### config.mk
export PLATFORM = sky130hd
export DESIGN_NAME = imm_rot_encoder
export DESIGN_NICKNAME = d
export VERILOG_FILES = /design/src/rtl/imm_rot_encoder.sv
export SDC_FILE = /design/constraint.sdc
export NUM_CORES = 1
export LEC_CHECK = 0
export ABC_CLOCK_PERIOD_IN_PS = 3900
export CAP_MARGIN = 15
export CORE_ASPECT_RATIO = 0.75
export CORE_MARGIN = 2
export CORE_UTILIZATION = 23
export DETAILED_ROUTE_END_ITERATION = 10
export SETUP_SLACK_MARGIN = 0.4
export SLEW_MARGIN = 20
export SYNTH_ARGS = -nofsm -noshare
export SYNTH_HDL_FRONTEND = slang
export SYNTH_SLANG_ARGS = --single-unit
### constraint.sdc
create_clock -name clk -period 3.9 [get_ports clk]
set_input_delay 0.39 -clock clk [delete_from_list [all_inputs] [get_ports clk]]
set_output_delay 0.39 -clock clk [all_outputs]
set_load 0.01 [all_outputs]
### src/rtl/imm_rot_encoder.sv
// imm_rot_encoder: finds the first {rot4, imm8} with value == imm8 ROR (2*rot4).
// Define IMM_ROT_ENCODER_INVERT_EN to add a second pass over ~value.
module imm_rot_encoder #(
  parameter int CHECKS_PER_CYCLE = 1
) (
  input  logic        clk,
  input  logic        reset_n,
  input  logic        req_valid,
  output logic        req_ready,
  input  logic [31:0] req_value,
  output logic        resp_valid,
  input  logic        resp_ready,
  output logic        found,
  output logic [7:0]  imm8,
  output logic [3:0]  rot4,
  output logic        inverted
);

  localparam int         CPC  = CHECKS_PER_CYCLE;
  localparam logic [4:0] STEP = 5'(CPC);

  typedef enum logic [1:0] {
    S_IDLE,
    S_SEARCH,
    S_DONE
  } state_t;

  state_t      r_state, w_state_n;
  logic [31:0] r_cand, w_cand_n;
  logic [4:0]  r_rot_cnt, w_rot_cnt_n;
  logic        r_found, w_found_n;
  logic [7:0]  r_imm8, w_imm8_n;
  logic [3:0]  r_rot4, w_rot4_n;
`ifdef IMM_ROT_ENCODER_INVERT_EN
  logic [31:0] r_orig, w_orig_n;
  logic        r_pass, w_pass_n;
  logic        r_inv, w_inv_n;
`endif

  logic [31:0] w_rv [CPC];
  logic        w_hit;
  logic [7:0]  w_hit_imm;
  logic [3:0]  w_hit_rot;
  logic        w_last;

  function automatic logic [31:0] rol2(
    input logic [31:0] v,
    input logic [4:0]  r
  );
    logic [63:0] t;
    t = {v, v} << {r, 1'b0};
    return t[63:32];
  endfunction

  always_comb begin
    for (int k = 0; k < CPC; k++) begin
      w_rv[k] = rol2(r_cand, r_rot_cnt + 5'(k));
    end
  end

  // Walk from the top so the lowest rotation wins.
  always_comb begin
    w_hit     = 1'b0;
    w_hit_imm = '0;
    w_hit_rot = '0;
    for (int k = CPC - 1; k >= 0; k--) begin
      if (w_rv[k][31:8] == 24'd0) begin
        w_hit     = 1'b1;
        w_hit_imm = w_rv[k][7:0];
        w_hit_rot = 4'(r_rot_cnt + 5'(k));
      end
    end
  end

  assign w_last = (r_rot_cnt + STEP) == 5'd16;

  always_comb begin
    w_state_n   = r_state;
    w_cand_n    = r_cand;
    w_rot_cnt_n = r_rot_cnt;
    w_found_n   = r_found;
    w_imm8_n    = r_imm8;
    w_rot4_n    = r_rot4;
`ifdef IMM_ROT_ENCODER_INVERT_EN
    w_orig_n    = r_orig;
    w_pass_n    = r_pass;
    w_inv_n     = r_inv;
`endif
    req_ready   = 1'b0;
    resp_valid  = 1'b0;
    unique case (r_state)
      S_IDLE: begin
        req_ready = 1'b1;
        if (req_valid) begin
          w_cand_n    = req_value;
          w_rot_cnt_n = '0;
`ifdef IMM_ROT_ENCODER_INVERT_EN
          w_orig_n    = req_value;
          w_pass_n    = 1'b0;
`endif
          w_state_n   = S_SEARCH;
        end
      end
      S_SEARCH: begin
        if (w_hit) begin
          w_found_n = 1'b1;
          w_imm8_n  = w_hit_imm;
          w_rot4_n  = w_hit_rot;
`ifdef IMM_ROT_ENCODER_INVERT_EN
          w_inv_n   = r_pass;
`endif
          w_state_n = S_DONE;
        end else if (w_last) begin
          w_found_n = 1'b0;
          w_imm8_n  = '0;
          w_rot4_n  = '0;
          w_state_n = S_DONE;
`ifdef IMM_ROT_ENCODER_INVERT_EN
          w_inv_n   = 1'b0;
          if (!r_pass) begin
            w_cand_n    = ~r_orig;
            w_pass_n    = 1'b1;
            w_rot_cnt_n = '0;
            w_state_n   = S_SEARCH;
          end
`endif
        end else begin
          w_rot_cnt_n = r_rot_cnt + STEP;
        end
      end
      S_DONE: begin
        resp_valid = 1'b1;
        if (resp_ready) w_state_n = S_IDLE;
      end
      default: w_state_n = S_IDLE;
    endcase
  end

  always_ff @(posedge clk or negedge reset_n) begin
    if (!reset_n) begin
      r_state   <= S_IDLE;
      r_cand    <= '0;
      r_rot_cnt <= '0;
      r_found   <= 1'b0;
      r_imm8    <= '0;
      r_rot4    <= '0;
`ifdef IMM_ROT_ENCODER_INVERT_EN
      r_orig    <= '0;
      r_pass    <= 1'b0;
      r_inv     <= 1'b0;
`endif
    end else begin
      r_state   <= w_state_n;
      r_cand    <= w_cand_n;
      r_rot_cnt <= w_rot_cnt_n;
      r_found   <= w_found_n;
      r_imm8    <= w_imm8_n;
      r_rot4    <= w_rot4_n;
`ifdef IMM_ROT_ENCODER_INVERT_EN
      r_orig    <= w_orig_n;
      r_pass    <= w_pass_n;
      r_inv     <= w_inv_n;
`endif
    end
  end

  assign found = r_found;
  assign imm8  = r_imm8;
  assign rot4  = r_rot4;
`ifdef IMM_ROT_ENCODER_INVERT_EN
  assign inverted = r_inv;
`else
  assign inverted = 1'b0;
`endif

endmodule

**After elaboration in Yosys (flattened, before gate mapping)**

Cells that the tools add are included.

- Register bits after elaboration: 52
- Input bits: 36
- Output and inout port bits: 16
- Word-level logic and storage cells: 44

- Add/sub/neg operators: 1
- Equality and inequality tests: 8
- Shift-type cells: 1
- Mux-type cells: 20
- Reduce and logical (&&, ||, !) cells: 8

Operator list:

| operator | count |
|---|---|
| 64-bit by 6-bit << shifter with 64-bit output | 1 |
| 24-bit zero test | 1 |
| 8-bit two-way mux | 3 |
| 5-bit two-way mux | 3 |
| 4-bit two-way mux | 3 |
| 5-bit case mux with 2 select lines | 1 |
| 2-bit two-way mux | 4 |
| 2-bit inequality test, second input constant | 4 |
| 2-bit case mux with 3 select lines | 1 |
| 5-bit by 1-bit adder with 5-bit output, second input constant | 1 |
| 5-bit == test, second input constant | 1 |
| 1-bit two-way mux | 5 |
| 2-bit AND reduction | 2 |
| 4-bit AND reduction | 1 |
| 2-bit nonzero test | 2 |
| 3-bit inequality test, second input constant | 1 |
| 3-bit AND reduction | 1 |
| 2-bit by 1-bit == test with 1-bit output, second input constant | 1 |
| 2-bit == test, second input constant | 1 |
| 2-bit zero test | 1 |

**Longest topological paths before layout**

- Depth after elaboration: 5
- Mapped depth: 12

**Worst setup path after synthesis**

OpenSTA, ideal clock, no wires.

- Path kind: register to register
- From: register r_rot_cnt[0]
- To: register r_rot4[2], in the netlist rot4[2]
- Setup time: 0.121 ns
- Arrival: 2.488 ns
- Setup slack: 1.291 ns
- Cell stages (with the launch flop): 13
- Path buffers: 4
- Clock period less this slack: 2.609 ns
- Cell sequence: dfrtp_1 > buf_6 > buf_12 > buf_6 > or4_1 > o22ai_1 > nand4_1 > a31oi_1 > a31oi_1 > nor3_2 > o21ai_2 > buf_6 > a22o_1

- Word-level cells in the longest chain between the ends: 5

RTL lines:

| what | RTL line | RTL |
|---|---|---|
| start: declaration | 30 | `logic [4:0] r_rot_cnt, w_rot_cnt_n;` |
| start signal: assignment | 155 | `r_rot_cnt <= w_rot_cnt_n;` |
| 64-bit by 6-bit << shifter with 64-bit output | 51 | `t = {v, v} << {r, 1'b0};` |
| 24-bit zero test | 67 | `if (w_rv[k][31:8] == 24'd0) begin` |
| 1-bit two-way mux | 67 |  |
| 2-bit nonzero test (no line) | -- |  |
| 2-bit AND reduction (no line) | -- |  |
| end signal: assignment | 158 | `r_rot4 <= w_rot4_n;` |
| end: declaration | 33 | `logic [3:0] r_rot4, w_rot4_n;` |

Several ways; a longest one is shown, not always the timed one.
A chain may end at the register's enable or synchronous reset.

**Worst setup path in the final report**

- From: register r_rot_cnt[0]
- To: register r_imm8[5], in the netlist imm8[5]

- Word-level cells in the longest chain between the ends: 5

RTL lines:

| what | RTL line | RTL |
|---|---|---|
| 64-bit by 6-bit << shifter with 64-bit output | 51 |  |
| 24-bit zero test | 67 |  |
| 1-bit two-way mux | 67 |  |
| 2-bit nonzero test (no line) | -- |  |
| 2-bit AND reduction (no line) | -- |  |
| end signal: assignment | 157 | `r_imm8 <= w_imm8_n;` |
| end: declaration | 32 | `logic [7:0] r_imm8, w_imm8_n;` |

Several ways; a longest one is shown, not always the timed one.

==> flow_summary.json <==
{
  "pin_count": 52,
  "critical_path.top_delay_family": "compound AO/OA/AOI/OAI gates",
  "dp_slack_ps": 702,
  "grt_max_degree": 53,
  "synthAdderAreaFrac": 0.00328,
  "finalSetupViolCount": 0,
  "worst_ir_drop_vdd_mv": 0.320,
  "cts_sinks": 52,
  "fin_nets": 490,
  "synth_top_family_by_area": "multiplexers",
  "synthArstFlopShare": 1.00,
  "rsz0062_at_grt": "false",
  "worstPathCellList": "buf_12, mux4_2, or2_0, a2111oi_0, a41o_1, a21oi_1, nor3_2, o21ai_2, a22o_1",
  "die-height_um": 115,
  "grtUsageTotal": 0.139,
  "fin_skew_ps": 5.16,
  "cts_resized": 0,
  "synthDistinctLibCells": 58,
  "hold_ws_ps": 208,
  "clk_pin_slew_ps": 70,
  "ys_ff_latch": 52,
  "dr.pass1.iters": 5,
  "antenna_found_initial": 0,
  "worstPathArrival_ps": 3400,
  "synth_simple_gate_area_frac": 0.213,
  "final_area_um2": 4630,
  "hold_viol_final": 0,
  "first_iter_violations": 252,
  "cp_slowest_cell": "dfrtp_2",
  "synth_cells": 419,
  "cts_buffers": 5,
  "route.detailed.drc": 0,
  "final_common_cell": "nand2_1",
  "dieArea_um2": 17600,
  "crit_fanout": 22,
  "placed_cell_area_um2": 4480,
  "cts-htree-levels": 2,
  "slew_viol_final": 0,
  "core_area_um2": 16100,
  "gr-total-overflow": 0,
  "synth_warnings": 0,
  "postSynthAreaPerCell_um2": 9.10,
  "synth_enable_flop_cells": 0,
  "post_drt_wl_per_cell_um": 18.0,
  "drive_above_1_share": 0.143,
  "cts_tree": "built",
  "synth.area.mux_share": 0.224,
  "p_leak_nw": 1.95,
  "setup.worst_path.start_class": "register",
  "dp_hpwl_um": 8940,
  "clock_latency_ps": 300,
  "die_w_um": 153,
  "critPathKind": "register to register",
  "crit_buf_inv": 1,
  "post_cts_buffers": 0,
  "maxCapViolCount": 0,
  "setup-tns-final_ps": 0,
  "ant_nets": 0,
  "critical_path.max_stage_delay_ps": 590,
  "clk_path_buf_depth": 2,
  "clock.fmax_mhz": 311,
  "cts-root-buf": "clkbuf_16",
  "critPathRequiredTime_ps": 4080,
  "routabilityCongestion": 0.909,
  "fin_util": 0.287,
  "postCtsHoldBufs": 0,
  "grt_pass1_wl_um": 19300,
  "timing.final.crit_period_ps": 3220,
  "initial_core_util": 0.236,
  "routed_wl_um": 11900,
  "vias": 3368,
  "max_slew.worst_pin.slew_ps": 722,
  "synth-main-ff-cell": "dfrtp_1",
  "slew_headroom": 0.519,
  "status": "complete, no violations",
  "synth_compound_area_frac": 0.155,
  "areaGrowthSynthToFinish_pct": 21.5,
  "hp-class": "input port to async pin",
  "grt_pass1_vias": 3282,
  "port_buffers": 50,
  "syn_area_um2": 3810,
  "vias_per_cell": 5.07,
  "synth_fp_nets": 456,
  "antenna_cells": 0,
  "power_density_nw_per_um2": 933,
  "rows": 40,
  "end_kind": "register",
  "yosysSeqAreaShare": 0.341,
  "final_cell_mix": "nand2_1, dfrtp_1, clkdlybuf4s50_1",
  "synth_xor_area_frac": 0,
  "rrSetupSlack_ps": 680,
  "setup_ws_ps": 683,
  "min_period_over_period": 0.825
}
## flip-flops by register name (all words and copies together) (netlist names)
register / flops
imm8: 8
r_cand: 32
r_state: 2
rot4: 4
found: 1
r_rot_cnt: 5
## per-stage QoR
step	std cells	power, mW
floorplan	419	3.00
global placement	656	3.83
detailed placement	656	3.84
CTS	664	4.30
global route	664	4.63
finish	664	4.32
## synth_stat cells, drive strengths merged, types with 2 or more instances
master | number | area (µm²)
nor2b | 3 | 18.8
o211ai | 4 | 30.0
o22ai | 6 | 37.5
nand2 | 116 | 435
a2111oi | 2 | 17.5
dfrtp | 52 | 1300
o311ai | 3 | 26.3
mux2 | 8 | 90.1
and2 | 2 | 13.8
a22o | 12 | 105
nand3 | 4 | 20.0
clkbuf | 18 | 68.8
or4 | 3 | 22.5
a211oi | 5 | 42.5
a21o | 3 | 22.5
a31oi | 5 | 31.3
inv | 7 | 26.3
mux4 | 25 | 563
o21bai | 2 | 15.0
o31ai | 3 | 36.3
nand4 | 5 | 31.3
buf | 20 | 145
nor4b | 3 | 26.3
nor2 | 28 | 108
nor3 | 10 | 55.1
a21oi | 15 | 75.1
o21ai | 11 | 58.8
nand2b | 4 | 25.0
nor4 | 5 | 31.3
mux2i | 20 | 200
## report_power, final
part | internal (mW) | switching (mW)
logic | 1.24 | 1.30
registers | 0.770 | 0.562
clock network | 0.239 | 0.208
## cells by family (layout without fill, tap and decap cells)
kind of cell | count (synthesis) | in the layout
compound gates | 81 | 81
mux | 53 | 53
flops | 52 | 52
fa+ha+maj | 1 | 1
buf+inv | 45 | 80
simple gates | 186 | 186
other cells | 1 | 1
## worst paths after layout
check / from / end / cells past startpoint
worst min-delay path: reset_n / imm8[1]$_DFFE_PN0P_ / 2
worst max register to register: r_rot_cnt[0]$_DFFE_PN0P_ / imm8[5]$_DFFE_PN0P_ / 9
min in group clk: found$_DFFE_PN0P_ / found$_DFFE_PN0P_ / 1
worst min register to register: found$_DFFE_PN0P_ / found$_DFFE_PN0P_ / 1
max in group asynchronous: reset_n / r_rot_cnt[0]$_DFFE_PN0P_ / 2
worst max-delay path: r_rot_cnt[0]$_DFFE_PN0P_ / imm8[5]$_DFFE_PN0P_ / 9
## worst register-to-register path, stage by stage, from the launching register on
cell and delay, ps:
dfrtp_2 590, buf_12 230, mux4_2 550, or2_0 230
a2111oi_0 370, a41o_1 200, a21oi_1 150, nor3_2 280
o21ai_2 220, a22o_1 290
## per-layer routing
layer,track usage,vias to the layer above,routed length (µm)
li1,-,1596,-
met1,0.215,1655,6210
met2,0.198,106,4950
met3,0.0366,11,699
met4,0.0198,0,81
met5,0,-,0
## cell type report
class                           count  area (µm²)
Clock buffer                        5         125
Sequential cell                    52        1300
Timing Repair Buffer               65         621
Tap cell                          210         263
Multi-Input combinational cell    322        2270
Clock inverter                      3        23.8
Fill cell                        1731       11500
Inverter                            7        26.3
Power figures use the tool's default switching activity.
